File: config.mk
export PLATFORM = sky130hd
export DESIGN_NAME = cc_cond_unit
export DESIGN_NICKNAME = d
export VERILOG_FILES = /design/src/rtl/cc_cond_unit.sv
export SDC_FILE = /design/constraint.sdc
export NUM_CORES = 1
export LEC_CHECK = 0
export CAP_MARGIN = 20
export CORE_MARGIN = 1
export CORE_UTILIZATION = 34
export DETAILED_ROUTE_END_ITERATION = 7
export GPL_ROUTABILITY_DRIVEN = 1
export PLACE_DENSITY = 0.81
export SETUP_SLACK_MARGIN = 0.4
export SYNTH_ARGS = -nofsm -noshare
export SYNTH_HDL_FRONTEND = slang
export SYNTH_SLANG_ARGS = --single-unit
export TNS_END_PERCENT = 5
File: constraint.sdc
create_clock -name clk -period 3.4 [get_ports clk]
set_input_delay 0.34 -clock clk [delete_from_list [all_inputs] [get_ports clk]]
set_output_delay 0.34 -clock clk [all_outputs]
set_load 0.01 [all_outputs]
File: src/rtl/cc_cond_unit.sv
// Condition-code register, branch/cmov condition evaluation and the E->M copies
// of the condition result and adjusted destination register.
module cc_cond_unit (
  input  logic       clk,
  input  logic       rst_n,
  input  logic [3:0] E_icode,
  input  logic [3:0] E_ifun,
  input  logic [3:0] E_dstE,
  input  logic       alu_zf,
  input  logic       alu_sf,
  input  logic       alu_of,
  input  logic [1:0] m_stat,
  input  logic [1:0] W_stat,
  input  logic       M_stall,
  input  logic       M_bubble,
  output logic [2:0] cc,
  output logic       e_cnd,
  output logic [3:0] e_dstE,
  output logic       M_cnd,
  output logic [3:0] M_dstE
);

  localparam logic [3:0] I_CMOV  = 4'h2;
  localparam logic [3:0] I_OPQ   = 4'h6;
  localparam logic [3:0] I_JXX   = 4'h7;
  localparam logic [3:0] R_NONE  = 4'hF;
  localparam logic [2:0] CC_RST  = 3'b100;

  logic [2:0] cc_q, cc_d;
  logic       m_cnd_q, m_cnd_d;
  logic [3:0] m_dste_q, m_dste_d;
  logic       set_cc;
  logic       zf, sf, of;
  logic       cond;

  always_comb begin
    // An OPq only commits flags if nothing older in the pipe has faulted.
    set_cc = (E_icode == I_OPQ) && (m_stat == 2'd0) && (W_stat == 2'd0);
    cc_d   = set_cc ? {alu_zf, alu_sf, alu_of} : cc_q;
  end

  // Conditions always read the registered flags, never the in-flight ALU flags.
  assign zf = cc_q[2];
  assign sf = cc_q[1];
  assign of = cc_q[0];

  always_comb begin
    cond = 1'b0;
    case (E_ifun)
      4'h0:    cond = 1'b1;
      4'h1:    cond = (sf ^ of) | zf;
      4'h2:    cond = sf ^ of;
      4'h3:    cond = zf;
      4'h4:    cond = ~zf;
      4'h5:    cond = ~(sf ^ of);
      4'h6:    cond = ~(sf ^ of) & ~zf;
      default: cond = 1'b0;
    endcase
  end

  always_comb begin
    e_cnd  = ((E_icode == I_CMOV) || (E_icode == I_JXX)) ? cond : 1'b0;
    e_dstE = ((E_icode == I_CMOV) && !e_cnd) ? R_NONE : E_dstE;
  end

  always_comb begin
    m_cnd_d  = m_cnd_q;
    m_dste_d = m_dste_q;
    // Stall wins over bubble so a held instruction is never squashed.
    if (!M_stall) begin
      if (M_bubble) begin
        m_cnd_d  = 1'b0;
        m_dste_d = R_NONE;
      end else begin
        m_cnd_d  = e_cnd;
        m_dste_d = e_dstE;
      end
    end
  end

  always_ff @(posedge clk or negedge rst_n) begin
    if (!rst_n) begin
      cc_q     <= CC_RST;
      m_cnd_q  <= 1'b0;
      m_dste_q <= R_NONE;
    end else begin
      cc_q     <= cc_d;
      m_cnd_q  <= m_cnd_d;
      m_dste_q <= m_dste_d;
    end
  end

  assign cc     = cc_q;
  assign M_cnd  = m_cnd_q;
  assign M_dstE = m_dste_q;

endmodule

==> metrics.md <==
| Metric | Value |
|---|---|
| Largest net degree at the start of global routing | 11 |
| Drc violations | 0 |
| # diodes | 0 |
| Worst Skew | 0.00243 ns |
| Core area | 0.00130 mm² |
| Syn Area/Cell | 10.3 µm² |
| Layout cell share with drive strength beyond 1 | 0.167 |
| Most common cell after layout, fill and taps aside | clkdlybuf4s50_1 |
| Slew @ Worst Pin | 0.384 ns |
| Final WS setup | 0.787 ns |
| TritonCTS Buffers | 3 |
| Resize count post-CTS | 0 |
| Reg clk slew, reported paths | 0.06 ns |
| Final Max Slew Viols | 0 |
| CP Max Fanout | 8 |
| Hold Path Class | in2async |
| HPWL Detailed | 994 µm |
| GRT Max-Usage Layer | met2 |
| Crit Path Class | in2out |
| Root Driver | clkbuf_4 |
| Async set-reset flop share out of synthesis | 1.00 |
| Largest cells by area after synthesis | dfstp_2 (28%), dfrtp_1 (16%), nand2b_1 (7.9%) |
| Final GP Congestion | 0.655 |
| Worst setup SP type | input pin |
| Final net count | 108 |
| Port-buffer cells | 35 |
| Minimum clock period | 2.61 ns |
| WP data arrival | 2.27 ns |
| Net Count, Synth | 69 |
| Static leakage | 0.000337 µW |
| DR vias | 492 |
| Peak VDD IR | 0.283 mV |
| Critical path origin | E_ifun[0] |
| Post-route ant nets | 0 |
| GRT Total Usage | 0.194 |
| Clk Latency, worst-skew pair | 0.25 ns |
| CTS sink count | 8 |
| Outcome | finished clean |
| Hold buffers post-CTS | 0 |
| Synth unique cells | 18 |
| Vias in the first global route | 460 |
| Post-synth top area share | 0.276 |
| Yosys reg bits | 8 |
| Drt initial violations | 2 |
| RSZ-0062 raised after global routing | no |
| Final setup fails | 0 |
| Commonest register cell after synthesis | dfstp_2 |
| Final hold violations | 0 |
| Slew margin rel. | 0.744 |
| Post-CTS setup buffers | 0 |
| Number of synthesized flops with an enable pin | 0 |
| Initial Util | 0.365 |
| Ys Warns | 0 |
| Syn Std Cell Area | 475 µm² |
| Routed len/inst | 12.5 µm |
| I/O pins | 36 |
| Fin util | 0.666 |
| GR Util met3 | 0.0966 |
| Die footprint | 0.00155 mm² |
| M1 GR Usage | 0.204 |
| Antenna violations before repair | 0 |
| Critical R2R Launch | cc[2] |
| Met2 Usage GRT | 0.338 |
| # Max-Cap Violations | 0 |
| Initial DRT Pass Iterations | 2 |
| Power per Cell Area | 312 mW/mm² |
| First-pass GRT wire length | 1.88 mm |
| Post-synth top area cell | dfstp_2 |
| Fin area | 867 µm² |
| # H-tree levels | 1 |
| Num rows | 13 |
| Die X | 39.4 µm |
| Peak Freq | 383 MHz |
| Period Utilization, post-route | 0.768 |
| Die Ht | 39.4 µm |
| Pre-CTS setup slack | 0.783 ns |
| Synth Instances | 46 |
| Vias/cell | 4.97 |
| Cell Area, Placed | 841 µm² |
| CTS tree | done |
| Register area share after synthesis | 0.434 |
| Leading cell types in the layout, fill and taps excluded | clkdlybuf4s50_1 (35), nand2b_1 (6), a21oi_1 (6), nor3_1 (6) |
| Fillers | 118 |
| Total congestion overflow | 0 |
| Setup_tns | 0 ns |
| Max clock buf depth | 2 |
| Total wire length | 1.24 mm |
| Crit. End Element | output pin |
| Layout area overhead | 82.4% |
| Worst EP required | 3.06 ns |
==> power by group <==
group / leakage, µW / internal [µW] / total [µW] / switching [µW]
Sequential: 0.0000937 / 106 / 112 / 5.63
Clock: 0.0000150 / 44.9 / 78.1 / 33.1
Combinational: 0.000228 / 51.5 / 80.8 / 29.4
==> synthesized netlist by cell type, types with 2 or more instances <==
cell type	instances
nor3_1	6
dfrtp_1	3
nor2b_1	5
dfstp_2	5
nand2b_1	6
a21oi_1	6
xor2_1	2
mux2_2	3
==> critical path: stages <==
cell and delay (ns):
clkdlybuf4s50_1 0.52, nor2b_1 0.18, a21oi_1 0.06, o32ai_1 0.35, o21ai_2 0.18, nand2b_1 0.11
clkdlybuf4s50_1 0.53
==> sequential cells by signal, summed over array words and instances, names as in the netlist <==
name    cells
M_dstE      4
cc          3
M_cnd       1
==> per-stage QoR <==
stage | cells | hold slack, ns | power (µW)
6_report | 99 | 0.356 | 271
2_1_floorplan | 46 | 0.0444 | 140
5_1_grt | 99 | 0.362 | 290
3_3_place_gp | 95 | 0.500 | 193
4_1_cts | 99 | 0.356 | 275
3_5_place_dp | 95 | 0.506 | 194
==> layer usage <==
layer	vias up	routed length [µm]
met1	225	464
met2	23	624
met3	0	152
met4	0	0
li1	244	-
met5	-	0
==> cell families (layout without fill, tap and decap cells) <==
logic type	after synthesis	in the layout	share of synthesized area
simple gates	20	20	0.289
compound gates	11	11	0.153
buf+inv	2	40	0.0158
flops	8	8	0.434
xor+xnor	2	2	0.0368
mux	3	3	0.0710
==> final cells by class <==
class                      instances  area (µm²)  share of cell area
clock buffer                       4        26.3              0.0303
inverter                           1        3.75             0.00433
multi-input combinational         36         262               0.302
sequential                         8         206               0.238
tap                               15        18.8              0.0216
timing repair buffer              35         350               0.404
==> final timing paths <==
check                           cells after the start  slack (ns)         to
worst max register to register                      4        1.89      M_cnd
max in group asynchronous                           1        2.74  M_dstE[2]
worst max-delay path                                7        0.79  e_dstE[0]
worst min register to register                      2        0.52  M_dstE[0]
min in group clk                                    2        0.52  M_dstE[0]
worst min-delay path                                1        0.36      cc[0]
Note: power is estimated with default switching activity, not from simulation.
